--- config.mk ---
export PLATFORM = sky130hd
export DESIGN_NAME = multi_cycle_sequencer
export DESIGN_NICKNAME = d
export VERILOG_FILES = /design/src/rtl/seq_pkg.sv /design/src/rtl/seq_op_class.sv /design/src/rtl/multi_cycle_sequencer.sv
export SDC_FILE = /design/constraint.sdc
export NUM_CORES = 1
export LEC_CHECK = 0
export CAP_MARGIN = 20
export CORE_MARGIN = 2
export CORE_UTILIZATION = 45
export DETAILED_ROUTE_END_ITERATION = 7
export PLACE_DENSITY_LB_ADDON = 0.12
export REMOVE_ABC_BUFFERS = 1
export SLEW_MARGIN = 30
export SYNTH_ARGS = -nofsm -noshare
export SYNTH_HDL_FRONTEND = slang
export SYNTH_SLANG_ARGS = --single-unit
--- constraint.sdc ---
create_clock -name clk -period 2.3 [get_ports clk]
set_clock_uncertainty 0.2 [all_clocks]
set_input_delay 0.46 -clock clk [delete_from_list [all_inputs] [get_ports clk]]
set_output_delay 0.46 -clock clk [all_outputs]
set_load 0.03 [all_outputs]
--- src/rtl/seq_pkg.sv ---
// rtl/seq_pkg.sv - state encoding, RV32I opcodes and select encodings for the multi-cycle sequencer
package seq_pkg;

  typedef enum logic [2:0] {
    ST_IDLE,
    ST_FETCH,
    ST_DECODE,
    ST_EXEC,
    ST_MEM,
    ST_WB,
    ST_HALT
  } state_t;

  typedef enum logic [3:0] {
    CLS_ALU_R,
    CLS_ALU_I,
    CLS_LOAD,
    CLS_STORE,
    CLS_BRANCH,
    CLS_JAL,
    CLS_JALR,
    CLS_LUI,
    CLS_AUIPC,
    CLS_SYSTEM,
    CLS_ILLEGAL
  } op_class_t;

  localparam logic [6:0] OP_ALU_R  = 7'b0110011;
  localparam logic [6:0] OP_ALU_I  = 7'b0010011;
  localparam logic [6:0] OP_LOAD   = 7'b0000011;
  localparam logic [6:0] OP_STORE  = 7'b0100011;
  localparam logic [6:0] OP_BRANCH = 7'b1100011;
  localparam logic [6:0] OP_JAL    = 7'b1101111;
  localparam logic [6:0] OP_JALR   = 7'b1100111;
  localparam logic [6:0] OP_LUI    = 7'b0110111;
  localparam logic [6:0] OP_AUIPC  = 7'b0010111;
  localparam logic [6:0] OP_SYSTEM = 7'b1110011;

  localparam logic [1:0] PC_PLUS4  = 2'b00;
  localparam logic [1:0] PC_BRANCH = 2'b01;
  localparam logic [1:0] PC_JAL    = 2'b10;
  localparam logic [1:0] PC_JALR   = 2'b11;

  localparam logic [1:0] WD_ALU = 2'b00;
  localparam logic [1:0] WD_MEM = 2'b01;
  localparam logic [1:0] WD_PC4 = 2'b10;
  localparam logic [1:0] WD_IMM = 2'b11;

  localparam int TIMEOUT_DEF = 15;

endpackage

--- src/rtl/seq_op_class.sv ---
// rtl/seq_op_class.sv - combinational RV32I opcode-to-class decoder
module seq_op_class
  import seq_pkg::*;
(
  input  logic [6:0] opcode,
  output op_class_t  op_class
);

  always_comb begin
    op_class = CLS_ILLEGAL;
    case (opcode)
      OP_ALU_R:  op_class = CLS_ALU_R;
      OP_ALU_I:  op_class = CLS_ALU_I;
      OP_LOAD:   op_class = CLS_LOAD;
      OP_STORE:  op_class = CLS_STORE;
      OP_BRANCH: op_class = CLS_BRANCH;
      OP_JAL:    op_class = CLS_JAL;
      OP_JALR:   op_class = CLS_JALR;
      OP_LUI:    op_class = CLS_LUI;
      OP_AUIPC:  op_class = CLS_AUIPC;
      OP_SYSTEM: op_class = CLS_SYSTEM;
      default:   op_class = CLS_ILLEGAL;
    endcase
  end

endmodule

--- src/rtl/multi_cycle_sequencer.sv ---
// rtl/multi_cycle_sequencer.sv - multi-cycle RV32I control FSM with memory timeout
// SEQ_PERF_CNT_EN adds cycle_cnt/instret_cnt performance counters.
module multi_cycle_sequencer
  import seq_pkg::*;
#(
  parameter int TIMEOUT = TIMEOUT_DEF,
  parameter int TO_W    = 4
) (
  input  logic       clk,
  input  logic       rst,
  input  logic [6:0] opcode,
  input  logic       br_taken,
  output logic       imem_req,
  input  logic       imem_ack,
  output logic       dmem_req,
  output logic       dmem_we,
  input  logic       dmem_ack,
  output logic       ir_write,
  output logic       pc_write,
  output logic [1:0] pc_src,
  output logic       a_select,
  output logic       b_select,
  output logic       reg_write,
  output logic [1:0] wd_src,
  output logic       illegal,
  output logic       bus_err,
  output logic       halt
`ifdef SEQ_PERF_CNT_EN
  ,
  output logic [31:0] cycle_cnt,
  output logic [31:0] instret_cnt
`endif
);

  localparam logic [TO_W-1:0] TO_MAX = TO_W'(TIMEOUT);

  state_t          state;
  op_class_t       op_cls;
  op_class_t       cls_q;
  logic [TO_W-1:0] to_cnt;
  logic            illegal_q;
  logic            bus_err_q;

  seq_op_class u_op_class (
    .opcode   (opcode),
    .op_class (op_cls)
  );

  always_ff @(posedge clk) begin
    if (rst) begin
      state     <= ST_IDLE;
      cls_q     <= CLS_ILLEGAL;
      to_cnt    <= '0;
      illegal_q <= 1'b0;
      bus_err_q <= 1'b0;
    end else begin
      case (state)
        ST_IDLE: state <= ST_FETCH;
        ST_FETCH: begin
          if (imem_ack) begin
            state  <= ST_DECODE;
            to_cnt <= '0;
          end else if (to_cnt == TO_MAX) begin
            state     <= ST_HALT;
            bus_err_q <= 1'b1;
            to_cnt    <= '0;
          end else begin
            to_cnt <= to_cnt + 1'b1;
          end
        end
        ST_DECODE: begin
          // The class is latched so EXEC/MEM/WB do not depend on opcode staying put.
          cls_q <= op_cls;
          if (op_cls == CLS_SYSTEM) begin
            state <= ST_HALT;
          end else if (op_cls == CLS_ILLEGAL) begin
            state     <= ST_HALT;
            illegal_q <= 1'b1;
          end else begin
            state <= ST_EXEC;
          end
        end
        ST_EXEC: begin
          case (cls_q)
            CLS_BRANCH:          state <= ST_FETCH;
            CLS_LOAD, CLS_STORE: state <= ST_MEM;
            default:             state <= ST_WB;
          endcase
        end
        ST_MEM: begin
          if (dmem_ack) begin
            state  <= (cls_q == CLS_STORE) ? ST_FETCH : ST_WB;
            to_cnt <= '0;
          end else if (to_cnt == TO_MAX) begin
            state     <= ST_HALT;
            bus_err_q <= 1'b1;
            to_cnt    <= '0;
          end else begin
            to_cnt <= to_cnt + 1'b1;
          end
        end
        ST_WB:   state <= ST_FETCH;
        ST_HALT: state <= ST_HALT;
        default: state <= ST_IDLE;
      endcase
    end
  end

  // Strobes are suppressed while rst is high so a reset never lands a partial write.
  always_comb begin
    imem_req  = 1'b0;
    dmem_req  = 1'b0;
    dmem_we   = 1'b0;
    ir_write  = 1'b0;
    pc_write  = 1'b0;
    pc_src    = PC_PLUS4;
    a_select  = 1'b0;
    b_select  = 1'b0;
    reg_write = 1'b0;
    wd_src    = WD_ALU;
    if (!rst) begin
      case (state)
        ST_FETCH: begin
          imem_req = 1'b1;
          if (imem_ack) begin
            ir_write = 1'b1;
            pc_write = 1'b1;
            pc_src   = PC_PLUS4;
          end
        end
        ST_EXEC: begin
          case (cls_q)
            CLS_BRANCH: begin
              a_select = 1'b1;
              b_select = 1'b1;
              if (br_taken) begin
                pc_write = 1'b1;
                pc_src   = PC_BRANCH;
              end
            end
            CLS_JAL: begin
              pc_write = 1'b1;
              pc_src   = PC_JAL;
            end
            CLS_JALR: begin
              pc_write = 1'b1;
              pc_src   = PC_JALR;
            end
            CLS_LOAD, CLS_STORE, CLS_ALU_I: b_select = 1'b1;
            CLS_AUIPC: begin
              a_select = 1'b1;
              b_select = 1'b1;
            end
            default: ;
          endcase
        end
        ST_MEM: begin
          dmem_req = 1'b1;
          dmem_we  = (cls_q == CLS_STORE);
        end
        ST_WB: begin
          reg_write = 1'b1;
          case (cls_q)
            CLS_LOAD:          wd_src = WD_MEM;
            CLS_JAL, CLS_JALR: wd_src = WD_PC4;
            CLS_LUI:           wd_src = WD_IMM;
            default:           wd_src = WD_ALU;
          endcase
        end
        default: ;
      endcase
    end
  end

  assign illegal = illegal_q;
  assign bus_err = bus_err_q;
  assign halt    = (state == ST_HALT);

`ifdef SEQ_PERF_CNT_EN
  logic retire;
  assign retire = ((state == ST_EXEC) && (cls_q == CLS_BRANCH)) ||
                  ((state == ST_MEM) && dmem_ack && (cls_q == CLS_STORE)) ||
                  (state == ST_WB);

  always_ff @(posedge clk) begin
    if (rst) begin
      cycle_cnt   <= '0;
      instret_cnt <= '0;
    end else begin
      if (state != ST_IDLE && state != ST_HALT) cycle_cnt <= cycle_cnt + 32'd1;
      if (retire) instret_cnt <= instret_cnt + 32'd1;
    end
  end
`endif

endmodule

# ---- After elaboration in Yosys (flattened, before gate mapping)
# Cells that the tools add are included.
dict set report totals {
  regBits 13
  in_bits 12
  output_inout_bits 15
  word_cells 90
}
dict set report op_classes {
  add_sub_neg 1
  n_eq_ne 29
  mux 45
  bitwise 1
  n_reduce_logical 9
}
# op n
set op_table {}
lappend op_table {{one-hot mux 4 bit (10 select lines)} 1}
lappend op_table {{== test 7 bit (second input constant)} 4}
lappend op_table {{2-to-1 mux 1 bit} 23}
lappend op_table {{== test 7 x 6 -> 1 bit (second input constant)} 3}
lappend op_table {{2-to-1 mux 3 bit} 6}
lappend op_table {{one-hot mux 3 bit (6 select lines)} 1}
lappend op_table {{== test 4 x 3 -> 1 bit (second input constant)} 4}
lappend op_table {{== test 4 bit (second input constant)} 4}
lappend op_table {{== test 7 x 5 -> 1 bit (second input constant)} 2}
lappend op_table {{2-to-1 mux 4 bit} 3}
lappend op_table {{one-hot mux 2 bit (3 select lines)} 2}
lappend op_table {{== test 3 bit (second input constant)} 3}
lappend op_table {{== test 4 x 2 -> 1 bit (second input constant)} 2}
lappend op_table {{2-to-1 mux 2 bit} 4}
lappend op_table {{one-hot mux 4 bit (2 select lines)} 1}
lappend op_table {{OR reduction 2 bit} 4}
lappend op_table {{== test 7 x 2 -> 1 bit (second input constant)} 1}
lappend op_table {{== test 3 x 2 -> 1 bit (second input constant)} 2}
lappend op_table {{one-hot mux 1 bit (2 select lines)} 3}
lappend op_table {{one-hot mux 3 bit (2 select lines)} 1}
lappend op_table {{AND reduction 3 bit} 2}
lappend op_table {{OR reduction 5 bit} 1}
lappend op_table {{adder 4 x 1 -> 4 bit (second input constant)} 1}
lappend op_table {{== test 4 x 1 -> 1 bit (second input constant)} 1}
lappend op_table {{5 further kinds} 6}

# ---- Depth between registers and ports, before layout
# Gate-level depths: netlist of the first run.
dict set report depth {
  ltp_word 6
  depth_mapped 5
  mapped_depth_nobuf 5
}

# ---- Cells and area by module
# A second synthesis of the first run with hierarchy kept.
dict set report unflattened {
  hier_cells 136
  area_unflattened_um2 1016.0
}
# module n_inst cells_each area_each_um2 seq_area_each_um2
set by_module_without_submodules {}
lappend by_module_without_submodules {multi_cycle_sequencer 1 114 874.6 260.2}
lappend by_module_without_submodules {seq_op_class 1 22 141.4 0.0}

# ---- Least setup slack after synthesis of the first run
# Ideal clock, no wire load.
dict set report synth_timing {
  kind {register -> output}
  startpoint {reg cls_q[0]}
  endpoint {out wd_src[0]}
  arrival_ps 1824
  t_required_ps 1640
  setup_slack_ps -184
  path_stages_with_launch 4
  n_path_buf 1
  path_cell_list {dfxtp_1 -> clkbuf_1 -> xor2_1 -> nor4b_1}
}
dict set report synth_between {
  elab_chain_len 5
}
# element line_no
set synth_rtl {}
lappend synth_rtl {{start: declaration} multi_cycle_sequencer.sv:39} ;# op_class_t cls_q;
lappend synth_rtl {{start signal: assignment} multi_cycle_sequencer.sv:73} ;# cls_q <= op_cls;
lappend synth_rtl {{== test 4 x 3 -> 1 bit} multi_cycle_sequencer.sv:163} ;# case (cls_q)
lappend synth_rtl {{OR reduction 2 bit (no source line)} n/a}
lappend synth_rtl {{one-hot mux 2 bit (3 select lines) *} multi_cycle_sequencer.sv:163}
lappend synth_rtl {{2-to-1 mux 2 bit *} multi_cycle_sequencer.sv:122} ;# case (state)
lappend synth_rtl {{2-to-1 mux 2 bit *} multi_cycle_sequencer.sv:121} ;# if (!rst) begin
lappend synth_rtl {{end: declaration} multi_cycle_sequencer.sv:24} ;# output logic [1:0] wd_src,
# Every way passes the cells marked *; elsewhere a longest branch is shown, timed or not.

# ---- Worst setup path in the final report of the first run
dict set report layout_timing {
  startpoint {reg state[0]}
  endpoint {out pc_write}
}
dict set report layout_between {
  elab_chain_len 3
}
# element line_no
set layout_rtl {}
lappend layout_rtl {{start: declaration} multi_cycle_sequencer.sv:37} ;# state_t state;
lappend layout_rtl {{start signal: assignment} multi_cycle_sequencer.sv:92} ;# state <= (cls_q == CLS_STORE) ? ST_FETCH : ST_WB;
lappend layout_rtl {{== test 3 x 2 -> 1 bit / == test 3 x 1 -> 1 bit (equally long branches)} multi_cycle_sequencer.sv:122}
lappend layout_rtl {{one-hot mux 1 bit (2 select lines) *} multi_cycle_sequencer.sv:122}
lappend layout_rtl {{2-to-1 mux 1 bit *} multi_cycle_sequencer.sv:121}
lappend layout_rtl {{end: declaration} multi_cycle_sequencer.sv:19} ;# output logic pc_write,
# Marked as above.

==> results of run 1 <==
stage by stage:
stage / utilization [%] / power [mW] / hold WS (ps) / instances
after floorplan: - / 0.345 / 243 / 140
after global placement: 58.9 / 0.421 / 260 / 209
after detailed placement: 58.9 / 0.425 / 271 / 209
after CTS: 60.5 / 0.563 / 285 / 214
after global routing: 61.0 / 0.599 / 322 / 214
final: 61.0 / 0.567 / 284 / 214
worst register-to-register path: stages, from the launching register on:
cell and delay (ps):
dfxtp_1 500, or4b_4 500, a22oi_2 130, o21ai_1 90
a32o_1 200
registers in the layout (all words and copies together), names as in the netlist:
signal	flops
state	3
illegal	1
bus_err	1
to_cnt	4
cls_q	4
power by group through the flow:
| stage | Sequential [mW] | Clock, mW | Combinational, mW |
|---|---|---|---|
| floorplan | 0.258 | 0 | 0.0861 |
| global placement | 0.248 | 0 | 0.173 |
| detailed placement | 0.249 | 0 | 0.177 |
| CTS | 0.243 | 0.141 | 0.179 |
| global route | 0.246 | 0.156 | 0.197 |
| finish | 0.244 | 0.142 | 0.181 |
metal layers:
metal | track usage [%] | share of wire [%] | wire length (um)
met1 | 26.8 | 45 | 1240
met3 | 2.50 | 5.0 | 138
met2 | 36.6 | 49 | 1350
met5 | 0 | 0 | 0
met4 | 5.56 | 0.65 | 18
worst paths after layout:
kind | startpoint | end
max | state[0] | pc_write
min | to_cnt[1] | to_cnt[1]
max reg2reg | cls_q[2] | state[2]
min reg2reg | to_cnt[1] | to_cnt[1]
cells by family after synthesis:
group                      after synthesis  share of synthesized area (%)
buffers and inverters                   17                           7.18
DFF                                     13                           23.3
AOI/OAI and AO/OA                       40                           24.5
and+or+nand+nor                         76                           39.6
adders and majority gates                1                           1.12
muxes                                    2                           1.91
xor gates and xnor gates                 3                           2.36
what timing repair did:
action / 4_1_cts / 5_1_grt
setup endpoints to repair: 7 / 8
endpoints found under the hold margin: 0 / 0
gates resized for setup: 5 / 7
pin swaps: 3 / 1
setup buffers: 1 / 0
gates cloned: 0 / 0
cells in the final DEF (no fill, tap or decap), drive strengths merged, types with 3 or more instances in the layout:
master / n
nand2: 10
and3: 4
clkbuf: 4
clkdlybuf4s50: 12
o21ai: 6
nand3b: 4
nand3: 5
buf: 27
a21oi: 13
dfxtp: 13
nor2: 20
nor3: 6
nor3b: 3
or3b: 4
inv: 5
and2: 3
nand2b: 5
area by class of cell:
class,instances,area (um2),area share [%]
multi-input combinational,122,791,53.8
timing repair buffer,40,333,22.6
inverter,5,18.8,1.28
tap,30,37.5,2.55
clock buffer,4,26.3,1.79
sequential,13,264,18.0
==> metrics, run 1 <==
Fillers=220; WL/cell=12.9 um; initial antenna violation count=0; die area=2890 um2; CP Capture Type=primary output; crit path launch type=flip-flop; Nets=198; final setup violation count=0; maximum clock frequency=444 MHz; Die W=53.8 um; Worst-path clk slew=90 ps; Net Sw Frac=31.9%; worst slew pin tran=384 ps; P_sw=181 uW; Clock Latency Late Sink=280 ps; setup TNS=0 ps; Required @ worst endpoint=1640 ps; IO buf count=26; H-tree depth=1; Flop pwr share=43.1%; Crit Path Category=reg2out; via/cell ratio=5.68; Placer Congestion=0.866; CP top delay family=simple AND/OR/NAND/NOR gates; worst-path fanout max=3; first-pass GRT wire length=4580 um; I/O pins=27; 1st-pass router iterations=4; CTS tree=built; Die Height=53.8 um; max_slew headroom=74.3%; CP peak stage delay=400 ps; max_cap viols=0; status=completed; final hold vios=0; dpl hpwl=2120 um; share of cells above drive strength 1=23.9%; combinational fraction of design power=31.9%; clk root buf=clkbuf_4; initial core utilization=46.3%; Synth top area share=23.3%; CP Buf/Inv Count=1; Clock Power Share=25.0%; Total GRT Usage=20.9%; crit share post-route=98.0%; clock buffer depth=2; fin area=1470 um2; Distinct cells, synth=53; worst hold path class=reg2reg; syn avg cell area=7.33 um2; synth top area cells=dfxtp_1 23%, nor2_1 6.7%, a21oi_1 5.4%; n_diodes=0; Seq/Total Area, Yosys=23.3%; worst vdd ir=0.315 mV; CP max-delay cell=or3b_4; Critical Path AT=1590 ps; Yosys Warn Count=0; area of the core=2410 um2; Post-synth ARST share=0%; Leak=0.625 nW; drt initial violations=41; Post-Syn Area=1110 um2; Setup WS pre-CTS=-331 ps; pin count of the biggest net entering global routing=14; # DRC=0; Final WS setup=45.4 ps; EDFF count, synth=0; reg-to-reg setup timing slack=600 ps; Area growth syn-to-layout=31.9%; critical path depth=5; crit path cell chain=nor2b_4 > nand3b_1 > or3b_4 > o21bai_1 > buf_4; Slew Viols, Final=0; most common cell in the netlist=nor2_1; unrepaired setup endpoints after global routing=true; final WL=2750 um; commonest cells in the netlist=20 x nor2_1, 13 x dfxtp_1, 12 x a21oi_1; power per cell area=386 nW/um2; cts bufs inserted=3; row count=18; DP Area=1420 um2; Worst Hold Depth=2; via count of the first global-routing pass=1068; clock sink total=13; reg2reg path depth=4; grt ovf=0; DR vias=1215; DRT antenna net count=0; Yosys reg bits=13; Final min period=2250 ps; Top FF cell, synth=dfxtp_1; hold-fix buffers at CTS=0; Synth area leader=dfxtp_1; P_int=387 uW; Gate Count Post-Synth=152
Power figures use the tool's default switching activity.
==> run 2: changes to the inputs <==
--- a/config.mk
+++ b/config.mk
@@ -13,2 +13,3 @@
 export REMOVE_ABC_BUFFERS = 1
+export SKIP_CTS_REPAIR_TIMING = 1
 export SLEW_MARGIN = 30
--- a/constraint.sdc
+++ b/constraint.sdc
@@ -4,2 +4,2 @@
 set_output_delay 0.46 -clock clk [all_outputs]
-set_load 0.03 [all_outputs]
+set_load 0.02 [all_outputs]
==> run 2 against run 1 <==
Clock power down 4%. Die area is the same. Clock-buffer cell count did not move. Utilization rose by 5.1 points. Routed wire length grew 7.5%. Setup slack improved by 18 ps. Global-route usage grew 0.46 points. Worst hold slack got worse by 1.3 ps. Sequential cell count unchanged. Fmax grew 0.79%. Largest cell class unchanged.
==> metrics, run 2 (synthesis results as in run 1) <==
crit share post-route=97.3% (-0.77 points); max_slew headroom=70.6% (-3.7 points); crit path cell chain=nor2b_4 > nand3b_1 > or3b_4 > nor3_2 > buf_4; worst slew pin tran=438 ps (+54.8 ps); via/cell ratio=5.57 (-1.8%); cts bufs inserted=3 (unchanged); CP top delay family=simple AND/OR/NAND/NOR gates; CP peak stage delay=400 ps (about the same); share of cells above drive strength 1=23.8% (-0.079 points); worst vdd ir=0.312 mV (-0.90%); final setup violation count=0 (unchanged); worst-path fanout max=3 (unchanged); max_cap viols=0 (unchanged); Final min period=2240 ps (-17.7 ps); IO buf count=26 (unchanged); placed insts=219 (+4.8%); initial core utilization=46.3% (unchanged); WL/cell=13.3 um (+3.2%); first-pass GRT wire length=4580 um (unchanged); Setup WS pre-CTS=-771 ps (-440 ps); Worst-path clk slew=80 ps (about the same); maximum clock frequency=447 MHz (+0.79%); most common cell after layout, fill and taps aside=buf_4; Required @ worst endpoint=1640 ps (about the same); DR vias=1243 (+2.3%); status=completed; worst hold path class=reg2reg; Placer Congestion=0.832 (-3.8%); area of the core=2410 um2 (unchanged); Final WS setup=63.1 ps (+17.7 ps); die area=2890 um2 (unchanged); # DRC=0 (unchanged); 1st-pass router iterations=4 (unchanged); row count=18 (unchanged); I/O pins=27 (unchanged); Largest regs=cls_q x4, to_cnt x4, state x3; final hold vios=0 (unchanged); Nets=207 (+4.5%); crit path launch type=flip-flop; DRT antenna net count=0 (unchanged); non-filler cells in the finished layout=223 (+4.2%); drt initial violations=33 (-20%); Total GRT Usage=21.3% (+0.46 points); Leak=0.795 nW (+27%); unrepaired setup endpoints after global routing=false; dpl hpwl=2270 um (+7.0%); clk root buf=clkbuf_4; Slew Viols, Final=0 (unchanged); clock sink total=13 (unchanged); initial antenna violation count=0 (unchanged); Crit Path Category=reg2out; power per cell area=356 nW/um2 (-7.7%); Clock Latency Late Sink=270 ps (about the same); grt ovf=0 (unchanged); Die W=53.8 um (unchanged); final WL=2960 um (+7.5%); CP max-delay cell=or3b_4; Die Height=53.8 um (unchanged); Fillers=214 (-2.7%); Critical Path AT=1580 ps (about the same); clock buffer depth=2 (unchanged); via count of the first global-routing pass=1098 (+2.8%); CTS tree=built; pin count of the biggest net entering global routing=14 (unchanged); most frequent cells in the layout=26 x buf_4, 20 x nor2_1, 12 x a21oi_1, 12 x clkdlybuf4s50_1, 11 x dfxtp_1; H-tree depth=1 (unchanged); Area growth syn-to-layout=42.9%; CP Buf/Inv Count=1 (unchanged); CP Capture Type=primary output; n_diodes=0 (unchanged)
## run 2: worst paths after layout
kind / cells after the start / to / from / slack, ps
max: 5 / pc_src[0] / state[0] / 60
min: 2 / to_cnt[1] / to_cnt[1] / 280
max reg2reg: 5 / state[2] / cls_q[0] / 500
min reg2reg: 2 / to_cnt[1] / to_cnt[1] / 280
## run 2: stage by stage
| stage | hold WS [ps] | util [%] | instance area (um2) | setup TNS (ps) | total power, mW |
|---|---|---|---|---|---|
| after floorplan | 243 | - | 1050 | 0 | 0.340 |
| after global placement | 258 | 63.2 | 1520 | -5890 | 0.426 |
| after detailed placement | 270 | 63.2 | 1520 | -6410 | 0.430 |
| after CTS | 285 | 64.3 | 1550 | -6570 | 0.567 |
| after global routing | 317 | 66.1 | 1590 | 0 | 0.604 |
| final | 283 | 66.1 | 1590 | 0 | 0.568 |
## run 2: area by class of cell
class,instances,area (um2),area share (%)
flip-flops and latches,13,263,16.5
repair buffers,49,438,27.5
well taps,30,37.5,2.36
clock buffers,4,26.3,1.65
inverters,5,18.8,1.18
multi-input cells,122,810,50.8
## run 2: where the power goes
group | leakage [nW] | internal (mW) | switching [mW] | total (mW)
sequential | 0.105 | 0.235 | 0.00714 | 0.242
clock | 0.0150 | 0.0671 | 0.0693 | 0.136
combinational | 0.675 | 0.0916 | 0.0975 | 0.189
## run 2: tightest hold or removal path, cell delays in order (launching register included)
cell     delay [ps]
dfxtp_1         330
nand2_1          60
a21oi_1          50
## run 2: routing by layer
metal	up-vias	GRT usage (%)	share of wire, %
li1	633	-	-
met1	572	25.3	43
met2	36	39.6	52
met3	2	1.67	4.8
met4	0	7.69	0.51
met5	-	0	0
